**src/rtl/cor_term_if.sv**
```systemverilog
// Character I/O bus between the processor's IN/OUT registers and the console terminal adapter.
// The master side is the processor; the slave side is cor_term.
interface cor_term_if;
  logic       io_rxd;
  logic       io_txd;
  logic [7:0] io_inpr;
  logic       io_fgiset;
  logic       io_fgi;
  logic [7:0] io_outr;
  logic       io_fgo;
  logic       io_fgoset;
  logic       io_overrun;
  logic       io_framerr;
  logic       io_clrerr;

  modport master (
    output io_rxd, io_fgi, io_outr, io_fgo, io_clrerr,
    input  io_txd, io_inpr, io_fgiset, io_fgoset, io_overrun, io_framerr
  );

  modport slave (
    input  io_rxd, io_fgi, io_outr, io_fgo, io_clrerr,
    output io_txd, io_inpr, io_fgiset, io_fgoset, io_overrun, io_framerr
  );
endinterface

```
**src/rtl/cor_term.sv**
```systemverilog
// Console terminal adapter: 8N1 serial receiver feeding the processor input register and
// serial transmitter draining the processor output register, with sticky overrun/framing flags.
module cor_term #(
  parameter int CLKS_PER_BIT = 16
) (
  input  logic      io_clock,
  input  logic      io_reset_n,
  cor_term_if.slave bus
);
  localparam int CW = (CLKS_PER_BIT > 1) ? $clog2(CLKS_PER_BIT) : 1;
  localparam logic [CW-1:0] CNT_LAST = CW'(CLKS_PER_BIT - 1);
  localparam logic [CW-1:0] CNT_HALF = CW'(CLKS_PER_BIT / 2 - 1);

  typedef enum logic [2:0] {RX_IDLE, RX_START, RX_DATA, RX_STOP, RX_FLUSH} rx_state_t;
  typedef enum logic [2:0] {TX_IDLE, TX_START, TX_DATA, TX_STOP, TX_WAIT} tx_state_t;

  logic            rxd_p0, rxd_p1;
  rx_state_t       rx_state;
  logic [CW-1:0]   rx_cnt;
  logic [3:0]      rx_bits;
  logic [7:0]      rx_shift;
  logic [7:0]      inpr_q;
  logic            fgiset_q, overrun_q, framerr_q;

  tx_state_t       tx_state;
  logic [CW-1:0]   tx_cnt;
  logic [3:0]      tx_bits;
  logic [7:0]      tx_shift;
  logic            txd_q, fgoset_q;

  // Stage p0/p1: two-flop synchroniser; idles high so reset never fakes a start bit
  always_ff @(posedge io_clock or negedge io_reset_n) begin
    if (!io_reset_n) begin
      rxd_p0 <= 1'b1;
      rxd_p1 <= 1'b1;
    end else begin
      rxd_p0 <= bus.io_rxd;
      rxd_p1 <= rxd_p0;
    end
  end

  // Receive FSM: mid-bit sampling of the synchronised line, delivery and error flags
  always_ff @(posedge io_clock or negedge io_reset_n) begin
    if (!io_reset_n) begin
      rx_state  <= RX_IDLE;
      rx_cnt    <= '0;
      rx_bits   <= '0;
      inpr_q    <= '0;
      fgiset_q  <= 1'b0;
      overrun_q <= 1'b0;
      framerr_q <= 1'b0;
    end else begin
      fgiset_q <= 1'b0;
      // Clear first so a set event later in this block takes precedence
      if (bus.io_clrerr) begin
        overrun_q <= 1'b0;
        framerr_q <= 1'b0;
      end
      case (rx_state)
        RX_IDLE: begin
          rx_cnt  <= '0;
          rx_bits <= '0;
          if (!rxd_p1) rx_state <= RX_START;
        end
        RX_START: begin
          if (rx_cnt == CNT_HALF) begin
            rx_cnt   <= '0;
            rx_state <= rxd_p1 ? RX_IDLE : RX_DATA;
          end else begin
            rx_cnt <= rx_cnt + 1'b1;
          end
        end
        RX_DATA: begin
          if (rx_cnt == CNT_LAST) begin
            rx_cnt  <= '0;
            rx_bits <= rx_bits + 1'b1;
            if (rx_bits == 4'd7) rx_state <= RX_STOP;
          end else begin
            rx_cnt <= rx_cnt + 1'b1;
          end
        end
        RX_STOP: begin
          if (rx_cnt == CNT_LAST) begin
            rx_cnt <= '0;
            if (!rxd_p1) begin
              framerr_q <= 1'b1;
              rx_state  <= RX_FLUSH;
            end else if (!bus.io_fgi) begin
              inpr_q   <= rx_shift;
              fgiset_q <= 1'b1;
              rx_state <= RX_IDLE;
            end else begin
              overrun_q <= 1'b1;
              rx_state  <= RX_IDLE;
            end
          end else begin
            rx_cnt <= rx_cnt + 1'b1;
          end
        end
        RX_FLUSH: if (rxd_p1) rx_state <= RX_IDLE;
        default:  rx_state <= RX_IDLE;
      endcase
    end
  end

  always_ff @(posedge io_clock) begin
    if (rx_state == RX_DATA && rx_cnt == CNT_LAST) rx_shift <= {rxd_p1, rx_shift[7:1]};
  end

  // Transmit FSM: TX_WAIT holds off until the processor's flag update lands
  always_ff @(posedge io_clock or negedge io_reset_n) begin
    if (!io_reset_n) begin
      tx_state <= TX_IDLE;
      tx_cnt   <= '0;
      tx_bits  <= '0;
      txd_q    <= 1'b1;
      fgoset_q <= 1'b0;
    end else begin
      fgoset_q <= 1'b0;
      case (tx_state)
        TX_IDLE: begin
          tx_cnt  <= '0;
          tx_bits <= '0;
          if (!bus.io_fgo) begin
            txd_q    <= 1'b0;
            tx_state <= TX_START;
          end
        end
        TX_START: begin
          if (tx_cnt == CNT_LAST) begin
            tx_cnt   <= '0;
            txd_q    <= tx_shift[0];
            tx_state <= TX_DATA;
          end else begin
            tx_cnt <= tx_cnt + 1'b1;
          end
        end
        TX_DATA: begin
          if (tx_cnt == CNT_LAST) begin
            tx_cnt <= '0;
            if (tx_bits == 4'd7) begin
              txd_q    <= 1'b1;
              tx_state <= TX_STOP;
            end else begin
              tx_bits <= tx_bits + 1'b1;
              txd_q   <= tx_shift[1];
            end
          end else begin
            tx_cnt <= tx_cnt + 1'b1;
          end
        end
        TX_STOP: begin
          if (tx_cnt == CNT_LAST) begin
            tx_cnt   <= '0;
            fgoset_q <= 1'b1;
            tx_state <= TX_WAIT;
          end else begin
            tx_cnt <= tx_cnt + 1'b1;
          end
        end
        TX_WAIT: if (bus.io_fgo) tx_state <= TX_IDLE;
        default: tx_state <= TX_IDLE;
      endcase
    end
  end

  always_ff @(posedge io_clock) begin
    if (tx_state == TX_IDLE && !bus.io_fgo)
      tx_shift <= bus.io_outr;
    else if (tx_state == TX_DATA && tx_cnt == CNT_LAST)
      tx_shift <= {1'b0, tx_shift[7:1]};
  end

  assign bus.io_txd     = txd_q;
  assign bus.io_inpr    = inpr_q;
  assign bus.io_fgiset  = fgiset_q;
  assign bus.io_fgoset  = fgoset_q;
  assign bus.io_overrun = overrun_q;
  assign bus.io_framerr = framerr_q;
endmodule

```
**src/flat_wrapper.sv**
```systemverilog
// flat-port wrapper written by rule: the top's interface ports become plain ports
module cor_term_flat 
#(
  parameter int CLKS_PER_BIT = 16
)
  (io_clock, io_reset_n, bus_io_rxd, bus_io_fgi, bus_io_outr, bus_io_fgo, bus_io_clrerr, bus_io_txd, bus_io_inpr, bus_io_fgiset, bus_io_fgoset, bus_io_overrun, bus_io_framerr);
  cor_term_if bus_i ();
  input  logic io_clock;
  input  logic io_reset_n;
  input wire logic [$bits(bus_i.io_rxd)-1:0] bus_io_rxd;
  input wire logic [$bits(bus_i.io_fgi)-1:0] bus_io_fgi;
  input wire logic [$bits(bus_i.io_outr)-1:0] bus_io_outr;
  input wire logic [$bits(bus_i.io_fgo)-1:0] bus_io_fgo;
  input wire logic [$bits(bus_i.io_clrerr)-1:0] bus_io_clrerr;
  output wire logic [$bits(bus_i.io_txd)-1:0] bus_io_txd;
  output wire logic [$bits(bus_i.io_inpr)-1:0] bus_io_inpr;
  output wire logic [$bits(bus_i.io_fgiset)-1:0] bus_io_fgiset;
  output wire logic [$bits(bus_i.io_fgoset)-1:0] bus_io_fgoset;
  output wire logic [$bits(bus_i.io_overrun)-1:0] bus_io_overrun;
  output wire logic [$bits(bus_i.io_framerr)-1:0] bus_io_framerr;
  assign bus_i.io_rxd = bus_io_rxd;
  assign bus_i.io_fgi = bus_io_fgi;
  assign bus_i.io_outr = bus_io_outr;
  assign bus_i.io_fgo = bus_io_fgo;
  assign bus_i.io_clrerr = bus_io_clrerr;
  assign bus_io_txd = bus_i.io_txd;
  assign bus_io_inpr = bus_i.io_inpr;
  assign bus_io_fgiset = bus_i.io_fgiset;
  assign bus_io_fgoset = bus_i.io_fgoset;
  assign bus_io_overrun = bus_i.io_overrun;
  assign bus_io_framerr = bus_i.io_framerr;
  cor_term #(.CLKS_PER_BIT(CLKS_PER_BIT)) u_core (.io_clock(io_clock), .io_reset_n(io_reset_n), .bus(bus_i));
endmodule
```
**config.mk**
```make
export PLATFORM = sky130hd
export DESIGN_NAME = cor_term_flat
export DESIGN_NICKNAME = d
export VERILOG_FILES = /design/src/rtl/cor_term_if.sv /design/src/rtl/cor_term.sv /design/src/flat_wrapper.sv
export SDC_FILE = /design/constraint.sdc
export NUM_CORES = 1
export LEC_CHECK = 0
export CAP_MARGIN = 20
export CORE_ASPECT_RATIO = 1.75
export CORE_UTILIZATION = 55
export CTS_CLUSTER_DIAMETER = 60
export CTS_CLUSTER_SIZE = 10
export DETAILED_ROUTE_END_ITERATION = 8
export GPL_ROUTABILITY_DRIVEN = 0
export PLACE_DENSITY_LB_ADDON = 0.12
export SYNTH_ARGS = -nofsm -noshare
export SYNTH_HDL_FRONTEND = slang
export SYNTH_SLANG_ARGS = --single-unit
```
**constraint.sdc**
```tcl
create_clock -name io_clock -period 2.7 [get_ports io_clock]
set_clock_uncertainty 0.2 [all_clocks]
set_input_delay 0.405 -clock io_clock [delete_from_list [all_inputs] [get_ports io_clock]]
set_output_delay 0.405 -clock io_clock [all_outputs]
set_load 0.01 [all_outputs]
```
### Word level (Yosys, flattened, before mapping)

Index checks and enable logic that the tools add are counted.

* register bits: 53
* input bits: 14
* memories: 0
* ROM bits: 0
* word-level logic and storage cells: 115
* bits in latches: 0
* RAM bits: 0

* multiply operators: 0
* equality and inequality tests: 26
* order comparisons: 0
* bitwise operators: 1
* add/subtract/negate cells: 4
* div/mod/pow operators: 0
* reductions and logical operators: 20
* muxes and demuxes: 48
* shift-type cells: 0

Operators by type and width (count)
* 3-bit 2-to-1 mux: 13
* 3-bit case mux with 5 select lines: 2
* 4-bit 2-to-1 mux: 6
* 4-bit case mux with 2 select lines: 3
* 1-bit 2-to-1 mux: 19
* 2-bit by 1-bit != test with 1-bit output, second input constant: 9
* 4-bit by 1-bit adder with 4-bit output, second input constant: 4
* 8-bit 2-to-1 mux: 2
* 3-bit by 2-bit equality test with 1-bit output, second input constant: 4
* 4-bit by 3-bit equality test with 1-bit output, second input constant: 3
* 4-bit case mux with 3 select lines: 1
* 6-bit AND reduction: 2
* 4-bit equality test, second input constant: 2
* 2-bit != test, second input constant: 4
* 4-bit AND reduction: 2
* 2-bit nonzero test: 4
* 3-bit by 1-bit equality test with 1-bit output, second input constant: 2
* 3-bit equality test, second input constant: 2
* 3-bit zero test: 2
* 3-bit nonzero test: 2
* 1-bit logical AND: 3
* 1-bit case mux with 3 select lines: 1
* 3-bit AND reduction: 1
* 3-bit OR reduction: 1
* 5 further kinds: 5

### Logic depth before layout (Yosys ltp)

* depth after elaboration: 5
* depth in mapped cells: 5
* mapped depth without buffers: 4

### Least setup slack after synthesis

No wires, ideal clock.

* kind: register -> register
* start point: register u_core.rx_cnt[0]
* end point: register u_core.rx_shift[0] (enable)
* arrival: 1.546 ns
* slack: 0.565 ns
* library setup time: 0.390 ns
* cell stages (with the launch flop): 4
* required time: 2.110 ns
* buffers on the path: 0
* cell sequence: dfrtp_1 ha_1 nand4_2 nor3_1

* cells in the longest elaborated chain, start to end: 2

Ends and longest elaborated chain
* start: declaration: RTL line cor_term.sv:19 `logic [CW-1:0] rx_cnt;`
* start signal: assignment: RTL line cor_term.sv:70 `rx_cnt <= rx_cnt + 1'b1;`
* start signal: assignment: RTL line cor_term.sv:79 `rx_cnt <= rx_cnt + 1'b1;`
* start signal: assignment: RTL line cor_term.sv:97 `rx_cnt <= rx_cnt + 1'b1;`
* 4-bit equality test: RTL line cor_term.sv:107 `if (rx_state == RX_DATA && rx_cnt == CNT_LAST) rx_shift <= {rxd_p1, rx_shift[7:1]};`
* 1-bit logical AND: RTL line cor_term.sv:107
* end signal: assignment: RTL line cor_term.sv:107
* end: declaration: RTL line cor_term.sv:21 `logic [7:0] rx_shift;`

No other way between the ends.
A chain may end at the register's enable or synchronous reset.

### Worst setup path after layout

* start point: register u_core.rx_cnt[0]
* end point: register u_core.inpr_q[2] (netlist: u_core.bus.io_inpr[2])

* cells in the longest elaborated chain, start to end: 2

Ends and longest elaborated chain
* 4-bit equality test: RTL line cor_term.sv:83 `if (rx_cnt == CNT_LAST) begin`
* 4-bit AND reduction (no source line)
* end signal: assignment: RTL line cor_term.sv:89 `inpr_q <= rx_shift;`
* end: declaration: RTL line cor_term.sv:22 `logic [7:0] inpr_q;`

No other way between the ends.

==> run metrics <==
status=finished clean; share of cells above drive strength 1=0.1703; worst-path fanout max=9; post_cts resized=0; Clock transition at path regs=0.09 ns; Synth area leaders=dfrtp_1, edfxtp_1, mux2_2; Setup Viol. Count Final=0; headroom to the max-slew limit=0.5899; final antenna-violating net count=0; Iter 0 DRT Violations=43; final layout net count=246; Initial Utilization=0.5774; detailed-route wire length=4.527 mm; CTS tree=yes; final clock period utilization by the worst path=0.8130; Post-Synthesis Cells=202; GR met1 Demand/Resource=0.2506; syn_nets=220; DRC Markers=0; DR pass1 iterations=4; Yosys top cell area share=0.3518; PwrDens=755.7 nW/µm²; Max stage delay on crit path=0.56 ns; wire per inst=16.28 µm; IO Port Bufs=26; antenna fix cells=0; # rows=31; fmax=455.6 MHz; total CTS buffers=5; Post-Syn Area=2419 µm²; gr busiest metal=met2; Worst Max-Slew Pin Slew=0.6128 ns; chip width=52.13 µm; first-pass GRT wire length=7.603 mm; sequential element share of the synthesized area=0.5830; Post-DP HPWL=3.292 mm; pin count of the biggest net entering global routing=38; vias in the first global route=1700; Hold Path Class=reg2reg; CP delay by family, top=simple AND/OR/NAND/NOR gates; Leak=1.161 nW; initial antenna violation count=0; post-layout util=0.6717; CP max stage cell=nor4b_4; root buffer cell=clkbuf_8; Post-synth top flop=dfrtp_1; met2 usage=0.3729; clk buf depth=2; Async SR Flop Fraction=0.6981; vias per cell=6.072; core box area=4189 µm²; mean area per synthesized cell=11.97 µm²; CP Data Required Time=2.69 ns; Max IR drop VDD=0.7715 mV; GRT overflow=0; Post-CTS Setup Inserts=0; Synth cell types=47; met3 Track Usage GR=0.04399; hold buffer count at cts=0; post-route minimum period=2.195 ns; unrepaired setup endpoints after global routing=no; P&R area growth vs syn=16.35%; number of synthesized flops with an enable pin=16; Yosys reg bits=53; H-tree depth=2; max cap viols=0; WP data arrival=2.19 ns; most frequent cells after synthesis=dfrtp_1, edfxtp_1, mux2_2, nand2_1, nand3_1; CP endpoint kind=register; Synthesis Warnings=0; WS Path Type=reg2reg; die height=89.72 µm; later-pin clock latency in the skew report=0.30 ns; # IOs=27; gr usage total=0.2165; count leader, synth=dfrtp_1; critical path, cell by cell=ha_1, nand4_2, nor4b_4, mux2_2; routed vias=1688; post-route setup TNS=0 ns; Slew Limit Fails=0; DIE AREA=4677 µm²; Critical Path Start Type=register; Worst Path Buf+Inv=0; CTS Sinks=53; final hold vios=0; largest area contributor in the netlist=dfrtp_1
through the flow:
step                      total power [mW]  std cells  hold slack [ns]  instance area (µm²)  setup WS (ns)
final                                2.127        278           0.1772                 2814         0.5050
after global placement               1.657        270           0.1576                 2723         0.5224
after global routing                 2.261        278           0.1794                 2814         0.3460
after CTS                            2.142        278           0.1804                 2814         0.4866
after detailed placement             1.703        270           0.1668                 2723         0.4466
after floorplan                      1.546        202         -0.09059                 2419         0.5647
metal layers:
metal	vias up	share of wire	routed length, µm
met5	-	0	0
met4	0	0.015	70
met3	5	0.037	169
met2	43	0.55	2471
met1	837	0.40	1815
li1	803	-	-
worst paths after layout:
check | startpoint | endpoint | slack [ns] | cells after the start
worst max-delay path | u_core.rx_cnt[0]$_DFFE_PN0P_ | u_core.bus.io_inpr[2]$_DFFE_PN0P_ | 0.50 | 4
worst min-delay path | u_core.rxd_p0$_DFF_PN1_ | u_core.rxd_p1$_DFF_PN1_ | 0.18 | 0
worst max register to register | u_core.rx_cnt[0]$_DFFE_PN0P_ | u_core.bus.io_inpr[2]$_DFFE_PN0P_ | 0.50 | 4
worst min register to register | u_core.rxd_p0$_DFF_PN1_ | u_core.rxd_p1$_DFF_PN1_ | 0.18 | 0
max in group asynchronous | io_reset_n | u_core.rxd_p0$_DFF_PN1_ | 1.63 | 2
min in group asynchronous | io_reset_n | u_core.rx_cnt[3]$_DFFE_PN0P_ | 0.30 | 2
power by group:
group          total [mW]  switching [mW]  internal, mW
sequential           1.16           0.201         0.960
clock               0.438           0.254         0.184
combinational       0.527           0.258         0.269
logic make-up (layout without fill, tap and decap cells):
kind of cell             count (synthesis)  after routing  share of synthesized area
AND/OR/NAND/NOR                         71             71                     0.1718
flip-flops                              53             53                     0.5830
AO/OA/AOI/OAI                           35             35                    0.09933
multiplexers                            19             19                    0.08691
buffers and inverters                   17             44                    0.02742
adder cells (fa/ha/maj)                  4              4                    0.02069
XOR/XNOR                                 3              3                    0.01087
sequential cells by signal, indices dropped and copies added, names as in the netlist:
signal / cells
u_core.bus.io_fgiset: 1
u_core.bus.io_fgoset: 1
u_core.bus.io_framerr: 1
u_core.bus.io_inpr: 8
u_core.bus.io_overrun: 1
u_core.bus.io_txd: 1
u_core.rx_bits: 4
u_core.rx_cnt: 4
u_core.rx_shift: 8
u_core.rx_state: 3
u_core.rxd_p0: 1
u_core.rxd_p1: 1
u_core.tx_bits: 4
u_core.tx_cnt: 4
u_core.tx_shift: 8
u_core.tx_state: 3
layout make-up:
class,count,area (µm²)
Inverter,7,26.28
Timing Repair Buffer,29,282.8
Clock inverter,3,22.52
Fill cell,313,1375
Multi-Input combinational cell,132,942.2
Sequential cell,53,1410
Clock buffer,5,68.82
Tap cell,49,61.31
layout by cell type, fill, tap and decap left out, types with 3 or more instances in the layout:
cell	netlist	routed
nand3_1	14	14
nor3_1	4	4
inv_1	7	7
dfstp_2	3	3
ha_1	4	4
o21ai_0	8	8
clkbuf_8	0	5
mux2_2	16	16
dfrtp_1	34	34
nor4_1	3	3
buf_4	0	3
nand3b_1	4	4
mux2i_1	3	3
nor2_1	7	7
nand4_1	3	3
nand2_1	16	16
clkdlybuf4s50_1	0	26
a21oi_1	4	4
a21o_1	3	3
edfxtp_1	16	16
a31oi_1	4	4
worst reg2reg max path: cells and delay by family (launching register included):
family,cells,cell delay [ns]
flip-flops,1,0.39
AND/OR/NAND/NOR,2,0.76
adder cells (fa/ha/maj),1,0.31
multiplexers,1,0.42
No activity file was read; power rests on OpenSTA's default activity.
